<file path="src/rtl/integrator_comb_decim.sv">
// Decimating comb stage for a single-stage CIC: keeps every R-th valid sample
// of a wrapping integrator sum and outputs its difference to the one M takes earlier.
module integrator_comb_decim #(
  parameter int W = 10,
  parameter int R = 4,
  parameter int M = 1
) (
  input  logic                system1000,
  input  logic                system1000_rstn,
  input  logic                clr,
  input  logic                in_valid,
  input  logic signed [W-1:0] in_data,
  output logic                out_valid,
  output logic signed [W-1:0] out_data,
  output logic [3:0]          phase
);

  localparam logic [3:0] PHASE_LAST = 4'(R - 1);

  logic signed [W-1:0] dly [M];
  logic                take;

  assign take = in_valid && (phase == PHASE_LAST);

  // The zero-filled delay line matches the integrator's reset state, so no
  // priming suppression is needed after reset or clear.
  always_ff @(posedge system1000) begin
    if (!system1000_rstn || clr) begin
      out_valid <= 1'b0;
      out_data  <= '0;
      phase     <= '0;
      for (int k = 0; k < M; k++) dly[k] <= '0;
    end else begin
      out_valid <= take;
      if (in_valid) phase <= (phase == PHASE_LAST) ? 4'd0 : phase + 4'd1;
      if (take) begin
        out_data <= in_data - dly[M-1];
        dly[0]   <= in_data;
        for (int k = 1; k < M; k++) dly[k] <= dly[k-1];
      end
    end
  end

endmodule

</file>
<file path="config.mk">
export PLATFORM = sky130hd
export DESIGN_NAME = integrator_comb_decim
export DESIGN_NICKNAME = d
export VERILOG_FILES = /design/src/rtl/integrator_comb_decim.sv
export SDC_FILE = /design/constraint.sdc
export NUM_CORES = 1
export LEC_CHECK = 0
export CAP_MARGIN = 25
export CORE_MARGIN = 3
export CORE_UTILIZATION = 50
export DETAILED_ROUTE_END_ITERATION = 6
export HOLD_SLACK_MARGIN = 0.12
export PLACE_DENSITY = 0.79
export RECOVER_POWER = 50
export SYNTH_ARGS = -nofsm -noshare
export SYNTH_HDL_FRONTEND = slang
export SYNTH_SLANG_ARGS = --single-unit
</file>
<file path="constraint.sdc">
create_clock -name system1000 -period 5 [get_ports system1000]
set_input_delay 1.25 -clock system1000 [delete_from_list [all_inputs] [get_ports system1000]]
set_output_delay 1.25 -clock system1000 [all_outputs]
set_load 0.005 [all_outputs]
</file>
==> metrics.yaml, run 1 <==
outcome: "complete, no violations"
slew_violations: 0
crit_path_end_kind: "flop"
synth_cell_types: 38
power_density_nw_per_um2: 225
grt_max_degree: 15
antenna_found_initial: 0
ys_warn_count: 0
core_um2: 2500
worst_slew_pin_slew_ps: 730
worstSkewPairLatency_ps: 310
clock_path_buffers: 2
synthesis.area_um2: 1330
pwr-share-clk: 0.242
fin_crit_ps: 3180
final_common_cell: "dlygate4sd3_1"
grt_pass1_vias: 999
postCtsSetupBuffers: 0
crit_chain: "dlygate4sd3_1, nand2_1, or4_1, clkinvlp_2, and2_4, a22oi_1, nand2_1"
power_uw: 367
rows: 18
synth_edf_count: 10
min_path_type: "flop to flop"
cts_tree: "yes"
synthCells: 133
ir_worst_vdd_v: 0.000188
hp-start: "out_data[3]$_SDFFE_PP0P_"
drv_cap: 0
switching_share: 0.250
dieArea_um2: 3320
final_util: 0.653
timing.fmax_mhz: 314
drive_above_1_share: 0.0370
synth_fp_nets: 158
die_w_um: 57.6
ioPinCount: 29
finalSetupViolations: 0
syn_avg_cell_area_um2: 10.0
gp_congestion: 0.851
fp.dieH_um: 57.6
drt_iter0_markers: 37
power_frac_comb: 0.167
cp-start-kind: "input port"
clk_pin_slew_worst_paths_ps: 120
holdPathEnd: "out_data[3]$_SDFFE_PP0P_"
num_vias: 1040
dpl-instance-area_um2: 1620
crit_slowest_cell: "or4_1"
rsz0062_at_grt: "no"
grt_pass1_wl_mm: 4.42
critPathRequiredTime_ps: 5260
slowest_delay_ps: 670
power_leakage_nw: 0.699
mostFrequentLayoutCells: "dlygate4sd3_1, dfxtp_1, inv_1, o21ai_0, clkdlybuf4s50_1"
fin_tns_setup_ps: 0
p_seq_frac: 0.591
drt_wl_total_mm: 2.62
worstRegToRegCells: 7
min_path_cells: 1
numCtsBuffers: 3
hold_buffers: 0
final_nets: 188
p_sw_uw: 91.9
ys_ff_latch: 25
ff2ff_setup_slack_ps: 2830
hold_viol_final: 0
yosysSeqAreaShare: 0.451
ant_nets: 0
ys.flop_type: "dfxtp_1"
synthArstFlopShare: 0
diodes: 0
post-route-period-util: 0.637
gr-total-overflow: 0
crit_type: "input port to flop"
start_util: 0.533
syn_to_final_growth_pct: 22.5
hold_ws_ps: 460
slew_headroom: 0.511
vias_per_cell: 5.42
cts-resized-gates: 0
io_buffers: 28
p_int_uw: 276
fin_area_um2: 1630
r2r_end: "out_data[9]$_SDFFE_PP0P_"
worst-path-max-fanout: 14
reg2reg_from: "phase[0]$_SDFFE_PP0P_"
worstPathArrival_ps: 3450
cts_root_buf: "clkbuf_4"
htree_levels: 1
cpMostUsedCell: "nand2_1"
post-dp-hpwl_mm: 1.99
grt_usage: 0.169
cts_sinks: 25
fin_worst_skew_ps: 6.90
drcViolationCount: 0
wl_per_cell_um: 13.6
dr.pass1.iters: 4
how the worst max path moves through the flow:
| stage | start | end | slack, ps | cells after the start |
|---|---|---|---|---|
| floorplan | in_data[0] | out_data[8]$_SDFFE_PP0P_ | 2120 | 9 |
| global placement | in_data[0] | out_data[8]$_SDFFE_PP0P_ | 1610 | 10 |
| detailed placement | in_data[0] | out_data[8]$_SDFFE_PP0P_ | 1540 | 10 |
| CTS | in_data[0] | out_data[8]$_SDFFE_PP0P_ | 1890 | 10 |
| global route | in_valid | dly[0][6]$_SDFFCE_PN0P_ | 1680 | 5 |
| finish | in_valid | out_data[9]$_SDFFE_PP0P_ | 1820 | 7 |
cells in the mapped netlist (2+ instances only):
| cell type | count | area share |
|---|---|---|
| dfxtp_1 | 15 | 0.23 |
| inv_1 | 12 | 0.034 |
| o21ai_0 | 12 | 0.045 |
| edfxtp_1 | 10 | 0.23 |
| ha_1 | 10 | 0.094 |
| and2_1 | 9 | 0.042 |
| nand2_1 | 9 | 0.025 |
| nor2_1 | 9 | 0.025 |
| xor2_1 | 6 | 0.039 |
| a211oi_1 | 3 | 0.017 |
| a21oi_1 | 3 | 0.011 |
| nor3_1 | 3 | 0.011 |
| a21o_1 | 2 | 0.011 |
| buf_6 | 2 | 0.017 |
| mux2i_1 | 2 | 0.015 |
| nand2b_1 | 2 | 0.0094 |
| o21a_1 | 2 | 0.011 |
| xnor2_1 | 2 | 0.013 |
power groups by stage:
stage          Combinational (mW)  Clock [mW]  Sequential, mW
6_report                   0.0614      0.0891           0.217
5_1_grt                    0.0691       0.101           0.218
4_1_cts                    0.0621      0.0893           0.217
3_5_place_dp               0.0617           0           0.222
3_3_place_gp               0.0596           0           0.221
2_1_floorplan              0.0393           0           0.221
critical path, delay by kind of cell:
kind                   cells  cell delay, ps
AOI/OAI and AO/OA          1              60
and+or+nand+nor            4            1110
buffers and inverters      2            1020
per-stage QoR:
| step | worst slack (ps) | std cells |
|---|---|---|
| after detailed placement | 1540 | 188 |
| after global routing | 1680 | 192 |
| final | 1820 | 192 |
| after global placement | 1610 | 188 |
| after floorplan | 2120 | 133 |
| after CTS | 1890 | 192 |
per-layer routing:
metal,up-vias,wire length [µm],track usage
met4,0,42,0.0662
met3,5,134,0.0245
met5,-,0,0
met2,29,1320,0.297
met1,484,1120,0.209
li1,522,-,-
layout make-up:
class	instances	area [µm²]
sequential	25	601
inverter	13	50.0
multi-input combinational	92	638
clock buffer	4	26.3
fill	204	867
timing repair buffer	28	280
tap	30	37.5
logic make-up after synthesis:
group	count (synthesis)	share of synthesized area
AO/OA/AOI/OAI	31	0.146
multiplexers	2	0.0150
flip-flops	25	0.451
buffers and inverters	16	0.0657
adder cells (fa/ha/maj)	11	0.109
AND/OR/NAND/NOR	40	0.161
XOR/XNOR	8	0.0526
state kept, by name, summed over array words and instances, names as in the netlist:
register,count
phase,4
out_data,10
out_valid,1
dly,10
Note: power is estimated with default switching activity, not from simulation.
==> run 2: changes to the inputs <==
--- a/config.mk
+++ b/config.mk
@@ -7,10 +7,10 @@
 export LEC_CHECK = 0
 export CAP_MARGIN = 25
 export CORE_MARGIN = 3
-export CORE_UTILIZATION = 50
+export CORE_UTILIZATION = 45
 export DETAILED_ROUTE_END_ITERATION = 6
 export HOLD_SLACK_MARGIN = 0.12
-export PLACE_DENSITY = 0.79
+export PLACE_DENSITY = 0.75
 export RECOVER_POWER = 50
 export SYNTH_ARGS = -nofsm -noshare
 export SYNTH_HDL_FRONTEND = slang
==> constraint.sdc (replaced) <==
create_clock -name system1000 -period 2.6 [get_ports system1000]
set_input_delay 0.65 -clock system1000 [delete_from_list [all_inputs] [get_ports system1000]]
set_output_delay 0.65 -clock system1000 [all_outputs]
set_load 0.005 [all_outputs]
==> run 2 against run 1 <==
Combinational power is 110% higher. First-iteration DRC count down 59%. Sequential power grew 92%. Largest power group unchanged. Clock skew shrank 5.5 ps. Via count grew 1.6%.
==> metrics.yaml, run 2 (same netlist as run 1, synthesis figures left out) <==
outcome: "complete, no violations"
ant_nets: 0  # unchanged
grt_pass1_vias: 1063  # +6.4%
hold_viol_final: 0  # unchanged
post-route-period-util: 0.950
cpMostUsedCell: "inv_1"
fp.dieH_um: 60.4  # +4.8%
power_frac_comb: 0.179  # +0.012
startpoint: "in_data[0]"
worst-path-max-fanout: 3  # -11
drt_wl_total_mm: 2.61  # -0.27%
worstSkewPairLatency_ps: 310  # about the same
crit_type: "input port to flop"
hp-start: "out_data[3]$_SDFFE_PP0P_"
rsz0062_at_grt: "no"
routedLengthMet1_mm: 1.11  # -0.80%
drv_cap: 0  # unchanged
hold_buffers: 0  # unchanged
p_sw_uw: 176  # +92%
slew_violations: 0  # unchanged
postCtsSetupBuffers: 0  # unchanged
cts-resized-gates: 0  # unchanged
core_um2: 2780  # +11%
fin_worst_skew_ps: 1.44  # -5.46 ps
dr_wl_met3_um: 133  # -0.75%
gr-total-overflow: 0  # unchanged
min_path_cells: 1  # unchanged
fin_tns_setup_ps: 0  # unchanged
p_seq_frac: 0.583  # -0.008
worstRegToRegCells: 8  # +1
dieArea_um2: 3650  # +9.9%
ir_worst_vdd_v: 0.000285  # +52%
syn_to_final_growth_pct: 26.3
power_uw: 715  # +95%
switching_share: 0.247  # -0.00333
grt_pass1_wl_mm: 4.49  # +1.6%
reg.largest.list: "dly: 10 flops, out_data: 10 flops, phase: 4 flops"
die_w_um: 60.4  # +4.8%
wl_met2_mm: 1.34  # +2.0%
start_util: 0.479  # -0.0540
numCtsBuffers: 3  # unchanged
slew_headroom: 0.660  # +0.149
post-dp-hpwl_mm: 2.01  # +1.3%
crit_chain: "clkdlybuf4s50_1, inv_1, ha_1, inv_1, fa_1, a211oi_1, o211ai_1, a31oi_1, xor2_1, o21ai_0"
htree_levels: 1  # unchanged
worst_slew_pin_slew_ps: 509  # -222 ps
cts_sinks: 25  # unchanged
timing.fmax_mhz: 405
wl_per_cell_um: 13.1  # -3.8%
diodes: 0  # unchanged
grt_usage: 0.160  # -0.00881
ioPinCount: 29  # unchanged
power_density_nw_per_um2: 425  # +89%
antenna_found_initial: 0  # unchanged
drt_iter0_markers: 15  # -59%
clock_path_buffers: 2  # unchanged
rows: 19  # +1
final_nets: 194  # +3.2%
cts_root_buf: "clkbuf_4"
worstPathArrival_ps: 2680  # -770 ps
p_int_uw: 539  # +96%
finalSetupViolations: 0  # unchanged
crit_slowest_cell: "clkdlybuf4s50_1"
vias_per_cell: 5.31  # -1.9%
final_util: 0.605  # -0.0481
cts_tree: "yes"
drcViolationCount: 0  # unchanged
highest_layer: "met4"
mostFrequentLayoutCells: "dlygate4sd3_1, dfxtp_1, clkdlybuf4s50_1"
fin_crit_ps: 2470
clk_pin_slew_worst_paths_ps: 130  # about the same
grt_max_degree: 15  # unchanged
slowest_delay_ps: 390  # -280 ps
cp-start-kind: "input port"
drive_above_1_share: 0.0774  # +0.0403
io_buffers: 28  # unchanged
reg2reg_from: "dly[0][0]$_SDFFCE_PN0P_"
dr.pass1.iters: 4  # unchanged
crit_path_end_kind: "flop"
min_path_type: "flop to flop"
num_vias: 1057  # +1.6%
power_leakage_nw: 0.727  # +3.9%
critPathRequiredTime_ps: 2810  # -2450 ps
pwr-share-clk: 0.237  # -0.005
gp_congestion: 0.770  # -9.5%
-- run 2: cell types whose count changed in the layout (fill, tap and decap cells not counted) --
| cell | before | now |
|---|---|---|
| buf_4 | 0 | 6 |
| clkdlybuf4s50_1 | 12 | 13 |
| dlygate4sd3_1 | 16 | 15 |
| or4_1 | 2 | 1 |
| or4_4 | 0 | 1 |
-- run 2: worst max-delay path, delay by kind of cell --
| kind | cells | cell delay [ps] |
|---|---|---|
| adder cells (fa/ha/maj) | 2 | 550 |
| AO/OA/AOI/OAI | 4 | 800 |
| buffers and inverters | 3 | 510 |
| XOR/XNOR | 1 | 170 |
-- run 2: power groups by stage --
stage | Combinational, mW | Clock, mW | Sequential (mW)
after global routing | 0.144 | 0.201 | 0.418
final | 0.128 | 0.170 | 0.417
after CTS | 0.130 | 0.181 | 0.417
after global placement | 0.126 | 0 | 0.426
after floorplan | 0.0755 | 0 | 0.425
after detailed placement | 0.129 | 0 | 0.426
-- run 2: metrics by stage --
stage	hold WS (ps)	instance area [µm²]	cells	setup slack [ps]
6_report	465	1680	199	131
5_1_grt	489	1680	199	32.4
4_1_cts	468	1700	199	119
3_5_place_dp	444	1670	195	-219
3_3_place_gp	437	1670	195	-159
2_1_floorplan	443	1330	133	323
-- run 2: layout make-up --
cell class	count	area, µm²
clock buffer	4	26.3
fill	266	1100
inverter	13	50.0
multi-input combinational	92	642
sequential	25	601
tap	31	38.8
timing repair buffer	34	325
-- run 2: path summary, 6_finish.rpt --
check,end,slack [ps]
setup / recovery,out_data[8]$_SDFFE_PP0P_,130
hold / removal,out_data[3]$_SDFFE_PP0P_,470
setup reg to reg,out_data[8]$_SDFFE_PP0P_,600
hold reg to reg,out_data[3]$_SDFFE_PP0P_,470
-- run 2: metal layers --
layer,up-vias,track usage
met5,-,0
met2,22,0.290
met3,2,0.0234
li1,530,-
met1,503,0.194
met4,0,0.0557
==> run 3: changes to the inputs <==
--- a/config.mk
+++ b/config.mk
@@ -10,7 +10,7 @@
 export CORE_UTILIZATION = 45
 export DETAILED_ROUTE_END_ITERATION = 6
 export HOLD_SLACK_MARGIN = 0.12
-export PLACE_DENSITY = 0.75
+export PLACE_DENSITY_LB_ADDON = 0.12
 export RECOVER_POWER = 50
 export SYNTH_ARGS = -nofsm -noshare
 export SYNTH_HDL_FRONTEND = slang
==> run 3 against run 2 <==
Sequential power is essentially flat. Total power is 2.0% higher. Count of clock-buffer cells in the layout is 1 lower. Worst hold slack gained 5.6 ps. Global-route usage up 0.16 points. Maximum frequency is 1.9% higher. Die area is the same. Flip-flop and latch count did not move. Critical path type unchanged.
==> metrics.yaml, run 3 (same netlist as run 1, synthesis figures left out) <==
outcome: "complete, no violations"
gr-total-overflow: 0  # unchanged
crit_type: "input port to flop"
dr.pass1.iters: 4  # unchanged
p_seq_frac: 0.572  # -0.011
slew_headroom: 0.672  # +0.0115
critPathRequiredTime_ps: 2830  # +20 ps
dp.cells: 198  # +1.5%
io_buffers: 28  # unchanged
drt_wl_total_mm: 2.63  # +0.77%
dpl-instance-area_um2: 1690  # +1.3%
worstPathArrival_ps: 2660  # -20 ps
ir_worst_vdd_v: 0.000295  # +3.5%
drv_cap: 0  # unchanged
fin_cells: 202  # +1.5%
fin_area_um2: 1720  # +2.2%
fin_worst_skew_ps: 15.6  # +14.1 ps
power_density_nw_per_um2: 424  # -0.18%
grt_pass1_vias: 995  # -6.4%
pwr-share-clk: 0.245  # +0.008
crit_path_end_kind: "flop"
worst-path-max-fanout: 3  # unchanged
reg.largest.list: "dly: 10 flops, out_data: 10 flops, phase: 4 flops"
timing.fmax_mhz: 413  # +1.9%
post-dp-hpwl_mm: 1.99  # -1.2%
cp-start-kind: "input port"
gp_congestion: 0.841  # +9.3%
crit_family: "compound AO/OA/AOI/OAI gates"
vias_per_cell: 5.20  # -2.1%
final_nets: 197  # +1.5%
syn_to_final_growth_pct: 29.1
cts_root_buf: "clkbuf_4"
ioPinCount: 29  # unchanged
place_ws_ps: -208  # +10.2 ps
hold_buffers: 0  # unchanged
p_int_uw: 542  # +0.63%
die_w_um: 60.4  # unchanged
htree_levels: 1  # unchanged
dieArea_um2: 3650  # unchanged
antenna_found_initial: 0  # unchanged
mostFrequentLayoutCells: "clkdlybuf4s50_1, dfxtp_1, dlygate4sd3_1"
worst_slew_pin_slew_ps: 492  # -17.2 ps
postCtsSetupBuffers: 0  # unchanged
final_util: 0.619  # +0.0135
worstSkewPairLatency_ps: 320  # about the same
ff2ff_setup_slack_ps: 570  # -30 ps
core_um2: 2780  # unchanged
finalSetupViolations: 0  # unchanged
fin_tns_setup_ps: 0  # unchanged
num_vias: 1050  # -0.66%
fp.dieH_um: 60.4  # unchanged
crit_chain: "clkdlybuf4s50_1, ha_1, nor2b_1, o31a_1, buf_4, o31ai_1, mux2i_1, nand2_1"
p_sw_uw: 188  # +6.4%
rsz0062_at_grt: "no"
grt_pass1_wl_mm: 4.46  # -0.47%
diodes: 0  # unchanged
drt_iter0_markers: 15  # unchanged
slew_violations: 0  # unchanged
switching_share: 0.257  # +0.0105
slowest_delay_ps: 470  # +80 ps
power_frac_comb: 0.183  # +0.004
post-route-period-util: 0.932  # -0.0177
drive_above_1_share: 0.0994  # +0.0220
cts_tree: "yes"
fin_ws_ps: 177  # +46.2 ps
grt_usage: 0.162  # +0.00162
rows: 19  # unchanged
drcViolationCount: 0  # unchanged
ant_nets: 0  # unchanged
numCtsBuffers: 3  # unchanged
grt_max_degree: 16  # +1
cts_sinks: 25  # unchanged
worst-path-buf-inv: 2  # -1
wl_per_cell_um: 13.0  # -0.73%
crit_slowest_cell: "clkdlybuf4s50_1"
clock_path_buffers: 2  # unchanged
hold_viol_final: 0  # unchanged
min_path_type: "flop to flop"
start_util: 0.479  # unchanged
fin_crit_ps: 2420  # -46.1 ps
power_leakage_nw: 0.744  # +2.4%
clk_pin_slew_worst_paths_ps: 150  # +20 ps
run 3: cell count changes in the layout (fill, tap and decap cells not counted), moves of 2 or more:
cell,change
and2_0,+3
and2_1,-3
buf_4,+3
clkdlybuf4s50_1,+2
dlygate4sd3_1,-2
run 3: worst paths after layout:
check	start	endpoint	cells past startpoint
hold reg to reg	out_data[8]$_SDFFE_PP0P_	out_data[8]$_SDFFE_PP0P_	2
setup / recovery	in_data[1]	out_data[9]$_SDFFE_PP0P_	8
hold / removal	out_data[8]$_SDFFE_PP0P_	out_data[8]$_SDFFE_PP0P_	2
setup reg to reg	dly[0][1]$_SDFFCE_PN0P_	out_data[9]$_SDFFE_PP0P_	8
run 3: layout make-up:
class,instances,area (µm²)
clock buffers,3,22.5
clock inverters,1,6.26
fillers,252,1060
inverters,13,61.3
multi-input cells,92,643
flip-flops and latches,25,601
well taps,31,38.8
repair buffers,37,348
run 3: per-layer routing:
layer / GRT usage / part of all wire
met1: 0.207 / 0.48
met2: 0.275 / 0.48
met3: 0.0255 / 0.041
met4: 0.0650 / 0.0072
met5: 0 / 0
run 3: power groups by stage:
| stage | Combinational, mW | Clock [mW] | Sequential [mW] |
|---|---|---|---|
| after global routing | 0.151 | 0.208 | 0.418 |
| after floorplan | 0.0755 | 0 | 0.425 |
| final | 0.134 | 0.179 | 0.417 |
| after CTS | 0.133 | 0.192 | 0.417 |
| after detailed placement | 0.131 | 0 | 0.426 |
| after global placement | 0.130 | 0 | 0.426 |
run 3: per-stage QoR:
| step | hold WS (ps) | total power, mW |
|---|---|---|
| global placement | 441 | 0.556 |
| finish | 471 | 0.730 |
| detailed placement | 449 | 0.557 |
| CTS | 480 | 0.742 |
| global route | 496 | 0.777 |
| floorplan | 443 | 0.501 |
run 3: what timing repair did:
| item | CTS | global route |
|---|---|---|
| endpoints found under the hold margin | 0 | 0 |
| resized for setup | 0 | 1 |
| endpoints found under the setup margin | 0 | 2 |
run 3: worst reg2reg max path, cell delays in order (launching register included):
cell and delay, ps:
edfxtp_1 390, inv_1 100, ha_1 230, nor2b_1 140
o31a_1 260, buf_4 140, o31ai_1 370, mux2i_1 240
nand2_1 60
